--- src/rtl/commit_pkg.sv ---
// -----------------------------------------------------------------------------
// commit_pkg
// Shared types for the commit (retire) stage:
//   - commitInfo bit positions {regWrite, memWrite, jump, branch}
//   - control_flow_t : decoded controlFlow bus
//                      {isControl, nextState[1:0], writeBTB, takenBranch, reset}
//   - commit_state_e : recovery FSM states
//   - stq_entry_t    : one store-retire queue entry {addr, data}
// No ports (package).
// -----------------------------------------------------------------------------
package commit_pkg;

    localparam int XLEN = 32;

    // commitInfo bit positions
    localparam int REGWRITE = 3;
    localparam int MEMWRITE = 2;
    localparam int JUMP     = 1;
    localparam int BRANCH   = 0;

    typedef struct packed {
        logic       is_control;
        logic [1:0] next_state;
        logic       write_btb;
        logic       taken_branch;
        logic       reset;
    } control_flow_t;

    typedef enum logic [1:0] {
        ST_RUN     = 2'd0,
        ST_RECOVER = 2'd1,
        ST_WAIT    = 2'd2
    } commit_state_e;

    typedef struct packed {
        logic [XLEN-1:0] addr;
        logic [XLEN-1:0] data;
    } stq_entry_t;

endpackage

--- src/rtl/commit_stage_store_retire_queue.sv ---
// -----------------------------------------------------------------------------
// store_retire_queue
// In-order FIFO of committed stores, drained to data memory one at a time.
// The head entry is presented with o_req high and holds stable until a cycle
// with i_ack, which pops it. o_hold rises one entry before full so the ROB,
// which reacts one edge later, can never overflow the queue.
//
// Ports:
//   clk           in   clock
//   i_rst         in   synchronous active-high reset (drops queued stores)
//   i_push        in   append i_push_entry at the tail
//   i_push_entry  in   store {addr, data}
//   i_ack         in   memory accepted the head this cycle
//   o_req         out  queue non-empty, head valid
//   o_head        out  head entry (zero when empty)
//   o_hold        out  count >= DEPTH-1
// -----------------------------------------------------------------------------
module store_retire_queue
    import commit_pkg::*;
#(
    parameter int DEPTH = 4
) (
    input  logic       clk,
    input  logic       i_rst,
    input  logic       i_push,
    input  stq_entry_t i_push_entry,
    input  logic       i_ack,
    output logic       o_req,
    output stq_entry_t o_head,
    output logic       o_hold
);

    localparam int          PW      = $clog2(DEPTH);
    localparam logic [PW:0] LP_FULL = (PW+1)'(DEPTH);
    localparam logic [PW:0] LP_HOLD = (PW+1)'(DEPTH - 1);

    stq_entry_t    r_mem [DEPTH];
    logic [PW-1:0] r_head;
    logic [PW-1:0] r_tail;
    logic [PW:0]   r_count;
    logic          w_pop;
    logic          w_push;

    assign w_pop  = i_ack & (r_count != '0);
    // A push into a full queue is only accepted if the head leaves on the same edge.
    assign w_push = i_push & ((r_count != LP_FULL) | w_pop);

    // NOTE: the storage array is deliberately not reset; r_count alone says which slots are live.
    always_ff @(posedge clk) begin
        if (w_push) begin
            r_mem[r_tail] <= i_push_entry;
        end
    end

    // NOTE: sequential state uses non-blocking assignments so every register samples pre-edge values.
    always_ff @(posedge clk) begin
        if (i_rst) begin
            r_head  <= '0;
            r_tail  <= '0;
            r_count <= '0;
        end else begin
            assert (!(i_push && !w_push));
            if (w_push) begin
                r_tail <= r_tail + PW'(1);
            end
            if (w_pop) begin
                r_head <= r_head + PW'(1);
            end
            if (w_push && !w_pop) begin
                r_count <= r_count + (PW+1)'(1);
            end else if (w_pop && !w_push) begin
                r_count <= r_count - (PW+1)'(1);
            end
        end
    end

    assign o_req  = (r_count != '0);
    assign o_head = o_req ? r_mem[r_head] : '0;
    assign o_hold = (r_count >= LP_HOLD);

endmodule

--- src/rtl/commit_stage.sv ---
// -----------------------------------------------------------------------------
// commit_stage
// Retire stage behind the reorder buffer. Turns each accepted commit into
// one-cycle registered effects: register-file write, BTB/gshare update and,
// for a mispredicted control instruction, a recovery pulse (ROB reset, fetch
// redirect, status restore). Stores drain through store_retire_queue.
// After a recovery the stage ignores commits for 1 + FLUSH_CYCLES edges
// (RECOVER then WAIT); queued stores are older and keep draining.
//
// Optional feature macro: COMMIT_STATS_EN adds o_instret / o_mispredicts.
//
// Ports:
//   clk, i_globalReset                 clock, synchronous active-high reset
//   i_validCommit .. i_commitRob       registered commit bus from the ROB
//   i_memAck                           memory accepted current store
//   o_commitHold                       combinational; ROB must not commit
//   o_rf*                              register-file write + ROB tag
//   o_btb*, o_pht*                     predictor updates
//   o_cpuReset, o_priorCommit,
//   o_reset_ptr                        recovery pulse to the ROB
//   o_redirectValid/PC                 fetch redirect
//   o_restoreValid/Status              register-status restore
//   o_memReq/Addr/Data                 store drain request
//   o_instret, o_mispredicts           (COMMIT_STATS_EN only) counters
// -----------------------------------------------------------------------------
module commit_stage
    import commit_pkg::*;
#(
    parameter int WIDTH        = 31,
    parameter int CONTROL      = 5,
    parameter int INDEX        = 7,
    parameter int ROB          = 2,
    parameter int STQ_DEPTH    = 4,
    parameter int FLUSH_CYCLES = 2
) (
    input  logic             clk,
    input  logic             i_globalReset,
    input  logic             i_validCommit,
    input  logic [WIDTH:0]   i_result,
    input  logic [WIDTH:0]   i_destCommit,
    input  logic [3:0]       i_commitInfo,
    input  logic [CONTROL:0] i_controlFlow,
    input  logic [WIDTH:0]   i_targetAddress,
    input  logic [WIDTH:0]   i_oldPC,
    input  logic [INDEX:0]   i_previousIndex,
    input  logic [WIDTH:0]   i_statusSnap,
    input  logic [ROB:0]     i_commitRob,
    input  logic             i_memAck,
    output logic             o_commitHold,
    output logic             o_rfWrite,
    output logic [4:0]       o_rfAddr,
    output logic [WIDTH:0]   o_rfData,
    output logic [ROB:0]     o_rfRob,
    output logic             o_btbWrite,
    output logic [WIDTH:0]   o_btbPC,
    output logic [WIDTH:0]   o_btbTarget,
    output logic             o_phtWrite,
    output logic [INDEX:0]   o_phtIndex,
    output logic             o_phtTaken,
    output logic [1:0]       o_phtState,
    output logic             o_cpuReset,
    output logic             o_priorCommit,
    output logic [ROB:0]     o_reset_ptr,
    output logic             o_redirectValid,
    output logic [WIDTH:0]   o_redirectPC,
    output logic             o_restoreValid,
    output logic [WIDTH:0]   o_restoreStatus,
    output logic             o_memReq,
    output logic [WIDTH:0]   o_memAddr,
    output logic [WIDTH:0]   o_memData
`ifdef COMMIT_STATS_EN
    ,
    output logic [63:0]      o_instret,
    output logic [31:0]      o_mispredicts
`endif
);

    localparam int FW = $clog2(FLUSH_CYCLES + 1);

    control_flow_t w_cf;
    commit_state_e r_state;
    commit_state_e w_state_next;
    logic [FW-1:0] r_flush_cnt;

    logic w_accept;
    logic w_rf_write;
    logic w_push;
    logic w_btb_write;
    logic w_pht_write;
    logic w_recover;
    logic w_unused;

    stq_entry_t w_push_entry;
    stq_entry_t w_mem_head;
    logic       w_mem_req;

    logic             r_rf_write;
    logic [4:0]       r_rf_addr;
    logic [WIDTH:0]   r_rf_data;
    logic [ROB:0]     r_rf_rob;
    logic             r_btb_write;
    logic [WIDTH:0]   r_btb_pc;
    logic [WIDTH:0]   r_btb_target;
    logic             r_pht_write;
    logic [INDEX:0]   r_pht_index;
    logic             r_pht_taken;
    logic [1:0]       r_pht_state;
    logic             r_recover;
    logic [ROB:0]     r_reset_ptr;
    logic [WIDTH:0]   r_redirect_pc;
    logic [WIDTH:0]   r_restore_status;

    assign w_cf = control_flow_t'(i_controlFlow);

    // -------------------------------------------------------------------------
    // Recovery FSM: next state and commit acceptance
    // -------------------------------------------------------------------------
    always_comb begin
        // NOTE: every always_comb output gets a default first, so no path can infer a latch.
        w_state_next = r_state;
        w_accept     = 1'b0;
        unique case (r_state)
            ST_RUN: begin
                w_accept = i_validCommit;
                if (i_validCommit && w_cf.reset) begin
                    w_state_next = ST_RECOVER;
                end
            end
            ST_RECOVER: w_state_next = ST_WAIT;
            ST_WAIT: begin
                if (r_flush_cnt == '0) begin
                    w_state_next = ST_RUN;
                end
            end
            default: w_state_next = ST_RUN;
        endcase
    end

    always_ff @(posedge clk) begin
        if (i_globalReset) begin
            r_state     <= ST_RUN;
            r_flush_cnt <= '0;
        end else begin
            r_state <= w_state_next;
            // WAIT lasts FLUSH_CYCLES cycles: load on leaving RECOVER, count down to 0.
            if (r_state == ST_RECOVER) begin
                r_flush_cnt <= FW'(FLUSH_CYCLES - 1);
            end else if (r_state == ST_WAIT && r_flush_cnt != '0) begin
                r_flush_cnt <= r_flush_cnt - FW'(1);
            end
        end
    end

    // -------------------------------------------------------------------------
    // Effects of an accepted commit
    // -------------------------------------------------------------------------
    assign w_rf_write  = w_accept & i_commitInfo[REGWRITE] & (i_destCommit[4:0] != 5'd0);
    assign w_push      = w_accept & i_commitInfo[MEMWRITE];
    assign w_btb_write = w_accept & w_cf.is_control & w_cf.write_btb;
    assign w_pht_write = w_accept & w_cf.is_control & i_commitInfo[BRANCH];
    assign w_recover   = w_accept & w_cf.reset;
    // The jump flag carries no retire-side effect.
    assign w_unused    = i_commitInfo[JUMP];

    // Payload fields are zeroed when their strobe is low so idle outputs read 0.
    always_ff @(posedge clk) begin
        if (i_globalReset) begin
            r_rf_write       <= 1'b0;
            r_rf_addr        <= '0;
            r_rf_data        <= '0;
            r_rf_rob         <= '0;
            r_btb_write      <= 1'b0;
            r_btb_pc         <= '0;
            r_btb_target     <= '0;
            r_pht_write      <= 1'b0;
            r_pht_index      <= '0;
            r_pht_taken      <= 1'b0;
            r_pht_state      <= '0;
            r_recover        <= 1'b0;
            r_reset_ptr      <= '0;
            r_redirect_pc    <= '0;
            r_restore_status <= '0;
        end else begin
            r_rf_write       <= w_rf_write;
            r_rf_addr        <= w_rf_write  ? i_destCommit[4:0] : '0;
            r_rf_data        <= w_rf_write  ? i_result          : '0;
            r_rf_rob         <= w_rf_write  ? i_commitRob       : '0;
            r_btb_write      <= w_btb_write;
            r_btb_pc         <= w_btb_write ? i_oldPC           : '0;
            r_btb_target     <= w_btb_write ? i_targetAddress   : '0;
            r_pht_write      <= w_pht_write;
            r_pht_index      <= w_pht_write ? i_previousIndex   : '0;
            r_pht_taken      <= w_pht_write & w_cf.taken_branch;
            r_pht_state      <= w_pht_write ? w_cf.next_state   : '0;
            r_recover        <= w_recover;
            r_reset_ptr      <= w_recover   ? i_commitRob       : '0;
            r_redirect_pc    <= w_recover   ? i_targetAddress   : '0;
            r_restore_status <= w_recover   ? i_statusSnap      : '0;
        end
    end

    assign o_rfWrite       = r_rf_write;
    assign o_rfAddr        = r_rf_addr;
    assign o_rfData        = r_rf_data;
    assign o_rfRob         = r_rf_rob;
    assign o_btbWrite      = r_btb_write;
    assign o_btbPC         = r_btb_pc;
    assign o_btbTarget     = r_btb_target;
    assign o_phtWrite      = r_pht_write;
    assign o_phtIndex      = r_pht_index;
    assign o_phtTaken      = r_pht_taken;
    assign o_phtState      = r_pht_state;
    assign o_cpuReset      = r_recover;
    assign o_priorCommit   = r_recover;
    assign o_reset_ptr     = r_reset_ptr;
    assign o_redirectValid = r_recover;
    assign o_redirectPC    = r_redirect_pc;
    assign o_restoreValid  = r_recover;
    assign o_restoreStatus = r_restore_status;

    // -------------------------------------------------------------------------
    // Store drain
    // -------------------------------------------------------------------------
    assign w_push_entry.addr = i_destCommit;
    assign w_push_entry.data = i_result;

    store_retire_queue #(
        .DEPTH        (STQ_DEPTH)
    ) u_stq (
        .clk          (clk),
        .i_rst        (i_globalReset),
        .i_push       (w_push),
        .i_push_entry (w_push_entry),
        .i_ack        (i_memAck),
        .o_req        (w_mem_req),
        .o_head       (w_mem_head),
        .o_hold       (o_commitHold)
    );

    assign o_memReq  = w_mem_req;
    assign o_memAddr = w_mem_head.addr;
    assign o_memData = w_mem_head.data;

`ifdef COMMIT_STATS_EN
    logic [63:0] r_instret;
    logic [31:0] r_mispredicts;

    always_ff @(posedge clk) begin
        if (i_globalReset) begin
            r_instret     <= '0;
            r_mispredicts <= '0;
        end else begin
            if (w_accept) begin
                r_instret <= r_instret + 64'd1;
            end
            if (w_recover) begin
                r_mispredicts <= r_mispredicts + 32'd1;
            end
        end
    end

    assign o_instret     = r_instret;
    assign o_mispredicts = r_mispredicts;
`endif

endmodule

--- config.mk ---
export PLATFORM = sky130hd
export DESIGN_NAME = commit_stage
export DESIGN_NICKNAME = d
export VERILOG_FILES = /design/src/rtl/commit_pkg.sv /design/src/rtl/commit_stage_store_retire_queue.sv /design/src/rtl/commit_stage.sv
export SDC_FILE = /design/constraint.sdc
export NUM_CORES = 1
export LEC_CHECK = 0
export BUFFER_PORTS_ARGS = -buffer_cell sky130_fd_sc_hd__buf_2
export CELL_PAD_IN_SITES_DETAIL_PLACEMENT = 1
export CELL_PAD_IN_SITES_GLOBAL_PLACEMENT = 1
export CORE_ASPECT_RATIO = 0.9
export CORE_MARGIN = 1.5
export CORE_UTILIZATION = 36
export DETAILED_ROUTE_END_ITERATION = 10
export PLACE_DENSITY = 0.71
export REMOVE_ABC_BUFFERS = 1
export SKIP_CTS_REPAIR_TIMING = 1
export SLEW_MARGIN = 0
export SYNTH_ARGS = -nofsm -noshare
export SYNTH_HDL_FRONTEND = slang
export SYNTH_SLANG_ARGS = --single-unit
--- constraint.sdc ---
create_clock -name clk -period 4 [get_ports clk]
set_input_delay 0.6 -clock clk [delete_from_list [all_inputs] [get_ports clk]]
set_output_delay 0.6 -clock clk [all_outputs]
set_load 0.1 [all_outputs]
### Word level (Yosys, flattened, before mapping)

Memories as Yosys holds them, arrays and structs flattened. A register that Yosys moved wholly into a read port is not among the register bits.
Index checks and enable logic that the tools add are counted.

| operators by class | value |
|---|---|
| eq/ne operators | 5 |
| $add $sub $neg | 5 |
| muxes and demuxes | 13 |
| bitwise gates (word level) | 15 |
| order comparisons | 1 |
| reductions and logical operators | 19 |

Operators with widths:

| operator | number |
|---|---|
| $mux W64 | 1 |
| $and A1 B1 Y1 | 10 |
| $reduce_or A2 Y1 | 5 |
| $mux W2 | 4 |
| $mux W3 | 2 |
| $pmux W2 S3 | 1 |
| $reduce_bool A2 Y1 | 3 |
| $mux W1 | 5 |
| $reduce_bool A5 Y1 | 1 |
| $add A2 B1 Y2 const B | 2 |
| $logic_and A1 B1 Y1 | 4 |
| $logic_not A2 Y1 | 2 |
| $ne A2 B2 Y1 const B | 2 |
| $not A1 Y1 | 4 |
| $add A3 B1 Y3 const B | 1 |
| $ge A3 B2 Y1 const B | 1 |
| $ne A3 B3 Y1 const B | 1 |
| $reduce_bool A3 Y1 | 1 |
| $sub A3 B1 Y3 const B | 1 |
| $eq A2 B1 Y1 const B | 1 |
| $eq A2 B2 Y1 const B | 1 |
| $logic_not A1 Y1 | 2 |
| $reduce_and A2 Y1 | 1 |
| $sub A2 B1 Y2 const B | 1 |
| $or A1 B1 Y1 | 1 |

| storage, ports and cells | value |
|---|---|
| bits in registers | 197 |
| input bits | 185 |
| memory bits (writable) | 256 |
| output and inout bits | 255 |
| memories | 1 |

Memory list:

| name | words | bits a word | rd ports | clocked after Yosys merged registers in | write ports | line | RTL |
|---|---|---|---|---|---|---|---|
| u_stq.r_mem | 4 | 64 | 1 | 1 | 1 | commit_stage_store_retire_queue.sv:37 | `stq_entry_t r_mem [DEPTH];` |

### Logic depth before layout (Yosys ltp)

| depth | value |
|---|---|
| word-level depth | 8 |
| mapped depth | 8 |
| mapped depth without buffers | 8 |

### Cells and area by module

Synthesis repeated with hierarchy kept, for this count alone.

| second synthesis, totals | value |
|---|---|
| cell total of the unflattened synthesis | 889 |
| area, all modules | 15538.7 µm² |

By module, submodules not included:

| module | seq. area each (µm²) | area an instance (µm²) | cells an instance | times used |
|---|---|---|---|---|
| store_retire_queue | 7867.5 | 10221.1 | 454 | 1 |
| commit_stage | 3803.6 | 5317.6 | 435 | 1 |

### Least setup slack after synthesis

No wires, ideal clock.

| timing path | value |
|---|---|
| path kind | input to register |
| start | in i_commitInfo[2] |
| end | mem u_stq.r_mem[0][0] (netlist name), enable pin |
| buffers on the path | 0 |
| arrival | 2.601 ns |
| library setup time | 0.429 ns |
| slack | 0.970 ns |
| cell stages on the path | 3 |
| cell sequence | nand2_1 -> nor4_4 -> and2_1 |

| on the way | value |
|---|---|
| cells in the longest elaborated chain, start to end | 4 |

RTL lines:

| item | line | RTL |
|---|---|---|
| start: declaration | commit_stage.sv:41 | `input logic [3:0] i_commitInfo,` |
| $and A1 B1 Y1 | commit_stage.sv:158 | `assign w_push = w_accept & i_commitInfo[MEMWRITE];` |
| $and A1 B1 Y1 | commit_stage_store_retire_queue.sv:46 | `assign w_push = i_push & ((r_count != LP_FULL) \| w_pop);` |
| via u_stq.w_push | commit_stage_store_retire_queue.sv:42 | `logic w_push;` |
| $mux W1 | commit_stage_store_retire_queue.sv:50 | `if (w_push) begin` |
| $mux W1 (not written as such) | commit_stage_store_retire_queue.sv:51 | `r_mem[r_tail] <= i_push_entry;` |
| end: declaration | commit_stage_store_retire_queue.sv:37 |  |

The timed path passes the listed nets, and every way through them passes these cells.

==> results.cfg <==
[timing]
relSlewSlack_pct = 32.61
post-route-period-util_pct = 81.24
worst_pin_slew_ns = 1.011
finalSetupTns_ns = 0
whs_ns = 0.2274
fin_skew_ns = 0.02252
fmax_ghz = 0.3077
rsz0062_at_grt = false
hold_violations = 0
slew_violations = 0
fin_ws_ns = 0.7502
setup_viol = 0
fin_crit_ns = 3.250

[drt]
wl_mm = 40.39
num_vias = 8900
firstDrtPassIters = 4
drt-vias-per-instance = 4.638
wl_per_cell_um = 21.05
drc = 0
drt_iter0_drc = 338
detail-route-antenna-nets = 0

[run_status]
status = complete, no violations

[floorplan]
fp.dieH_um = 199.6
start_util_pct = 36.72
die_area_mm2 = 0.04421
rows = 71
dieWidth_um = 221.5
core_area_mm2 = 0.04211
ioPinCount = 440

[power]
power_density_mw_per_mm2 = 752.2
p_comb_share_pct = 35.3
peakVddDrop_v = 0.0003876
intPower_mw = 8.777
swShare_pct = 41.01
p_clk_share_pct = 29.6
p_seq_share_pct = 35.1
power_mw = 14.88
p_switching_mw = 6.102
p_leak_nw = 8.219

[cts]
clkSlewWorstSetupHoldPaths_ns = 0.06
numCtsBuffers = 47
cts_buffer_depth = 3
root_buffer = clkbuf_16
ctsHtreeMaxLevel = 2
insertion_delay_ns = 0.57
cts_tree = yes
clkSinkCount = 455

[yosys]
yosysSeqAreaShare_pct = 75.48
synth_cells = 878
ys_ff_latch = 455
synth_area_per_cell_um2 = 17.61
yosys_warnings = 0
synth_area_mm2 = 0.01546
synth_cell_types = 37

[global_route]
met3_usage_pct = 6.087
antenna_found_initial = 15
overflow = 0
grt_pass1_wl_mm = 58.64
first_global_vias = 9403
grtUsageTotal_pct = 17.97
grt_util_met1_pct = 20.66
grt_busiest_layer = met2
use_met2_pct = 31.55
grt_max_degree = 69

[cells_and_area]
design_area_mm2 = 0.01978
drive_above_1_share_pct = 43.70
final_nets = 1520
fin_util_pct = 46.98
fin_cells = 1919
area_growth_pct = 27.91

[setup_path]
worstSetupPathDepth = 4
cp_top_family = flip-flops
rr_worst_depth = 7
crit_type = reg2out
crit_path_end_kind = primary output
cpMaxStageDelayCell = dfxtp_4
crit_fanout = 39
cp.buffers_inverters = 2
critical_path_arrival_ns = 2.65
max_stage_delay_ns = 0.76
crit_chain = buf_4 > mux4_2 > and2_1 > buf_2
cp_data_required_time_ns = 3.40
crit_path_start_kind = flop

[placement]
post-place-ws_ns = 1.207
dpl.cell_count = 1826
gp_congestion = 0.7806
dp_hpwl_mm = 27.44
dpl_cell_area_mm2 = 0.01819
port_buffers = 438

[hold_path]
worstHoldPathType = in2reg
hold_path_depth = 2

[run]
cap_violations = 0
## synth_stat cells
master / n / area [um^2]
and4_1: 2 / 17.52
buf_6: 15 / 168.9
or3_1: 2 / 12.51
and3_2: 1 / 7.510
or2_2: 1 / 6.260
xor2_1: 4 / 35.03
nand3b_1: 1 / 7.510
edfxtp_1: 256 / 7687
o31a_1: 1 / 8.760
nand2_1: 2 / 7.510
and3_1: 37 / 231.5
nor4b_1: 1 / 8.760
and2_1: 216 / 1351
clkbuf_1: 18 / 67.56
nor4_4: 1 / 21.27
ha_1: 6 / 75.07
dfxtp_1: 199 / 3984
mux2i_1: 3 / 30.03
clkbuf_2: 4 / 20.02
mux4_2: 64 / 1441
o211ai_1: 1 / 7.510
a21o_1: 1 / 7.510
o31ai_1: 1 / 7.510
inv_1: 5 / 18.77
nor3_1: 2 / 10.01
fa_1: 1 / 20.02
nor3_4: 1 / 16.27
nor2_1: 10 / 37.54
or4b_1: 1 / 10.01
nand2b_1: 2 / 12.51
mux2_4: 1 / 15.01
o21ai_0: 1 / 5.000
nor3b_1: 1 / 7.510
buf_2: 6 / 30.03
a21oi_1: 3 / 15.01
o311ai_0: 1 / 8.760
buf_4: 6 / 45.04
## layer usage
metal	part of all wire [%]	routed length, um
met1	38	15510
met2	51	20730
met3	8.0	3238
met4	2.0	806
met5	0.26	103
## cell families (layout without fill, tap and decap cells)
kind of cell               after synthesis  count (layout)  share of synthesized area, %
xor gates and xnor gates                 4               4                        0.2265
muxes                                   68              68                         9.612
adders and majority gates                7               7                        0.6149
other                                    0               6                             0
buffers and inverters                   54             542                         2.266
DFF                                    455             455                         75.48
and+or+nand+nor                        281             281                         11.42
AOI/OAI and AO/OA                        9               9                        0.3884
## power groups by stage
stage | sequential, mW | clock, mW | combinational (mW)
6_report | 5.22 | 4.40 | 5.26
5_1_grt | 5.24 | 4.68 | 5.46
4_1_cts | 5.23 | 4.52 | 5.33
3_5_place_dp | 5.33 | 0 | 5.33
3_3_place_gp | 5.32 | 0 | 5.30
2_1_floorplan | 5.71 | 0 | 3.91
## worst paths after layout
path                                          to  slack [ns]                        start
hold / removal    o_restoreStatus[11]$_SDFF_PP0_        0.23             i_statusSnap[11]
hold reg to reg      r_flush_cnt[1]$_SDFFE_PP0P_        0.52  r_flush_cnt[1]$_SDFFE_PP0P_
setup / recovery                   o_memData[26]        0.75                         flop
setup reg to reg   u_stq.r_count[2]$_SDFFE_PP0P_        1.53      r_state[1]$_SDFFE_PP0P_
## worst register-to-register path: stages, from the launching register on
cell and delay (ns):
dfxtp_1 0.43, nor4_4 0.54, ha_1 0.28, inv_1 0.07, fa_1 0.43, xor2_1 0.18, or3_1 0.32, a21oi_1 0.16
## state kept, by name, indices dropped and copies added, names as in the netlist, 3 cells and up, named ones only
name / cells
o_reset_ptr: 3
o_btbPC: 32
o_rfAddr: 5
o_redirectPC: 32
o_rfData: 32
o_restoreStatus: 32
o_rfRob: 3
u_stq.r_count: 3
u_stq.r_mem: 256
o_btbTarget: 32
o_phtIndex: 8
## layout make-up
| type | instances | area [um^2] |
|---|---|---|
| flip-flops and latches | 455 | 11680 |
| diodes | 6 | 15.01 |
| repair buffers | 450 | 2357 |
| inverters | 5 | 18.77 |
| multi-input cells | 369 | 3455 |
| well taps | 547 | 684.4 |
| fillers | 4283 | 22330 |
| clock inverters | 17 | 206.4 |
| clock buffers | 70 | 1365 |
## layout by cell type, fill, tap and decap left out, drive strengths merged, types with 4 or more instances in the layout
master / netlist / routed
and3: 38 / 38
inv: 5 / 6
dfxtp: 199 / 199
and2: 216 / 216
clkinv: 0 / 10
diode: 0 / 6
nor2: 10 / 10
buf: 27 / 450
ha: 6 / 6
clkbuf: 22 / 70
mux4: 64 / 64
bufinv: 0 / 4
xor2: 4 / 4
edfxtp: 256 / 256
Note: power is estimated with default switching activity, not from simulation.
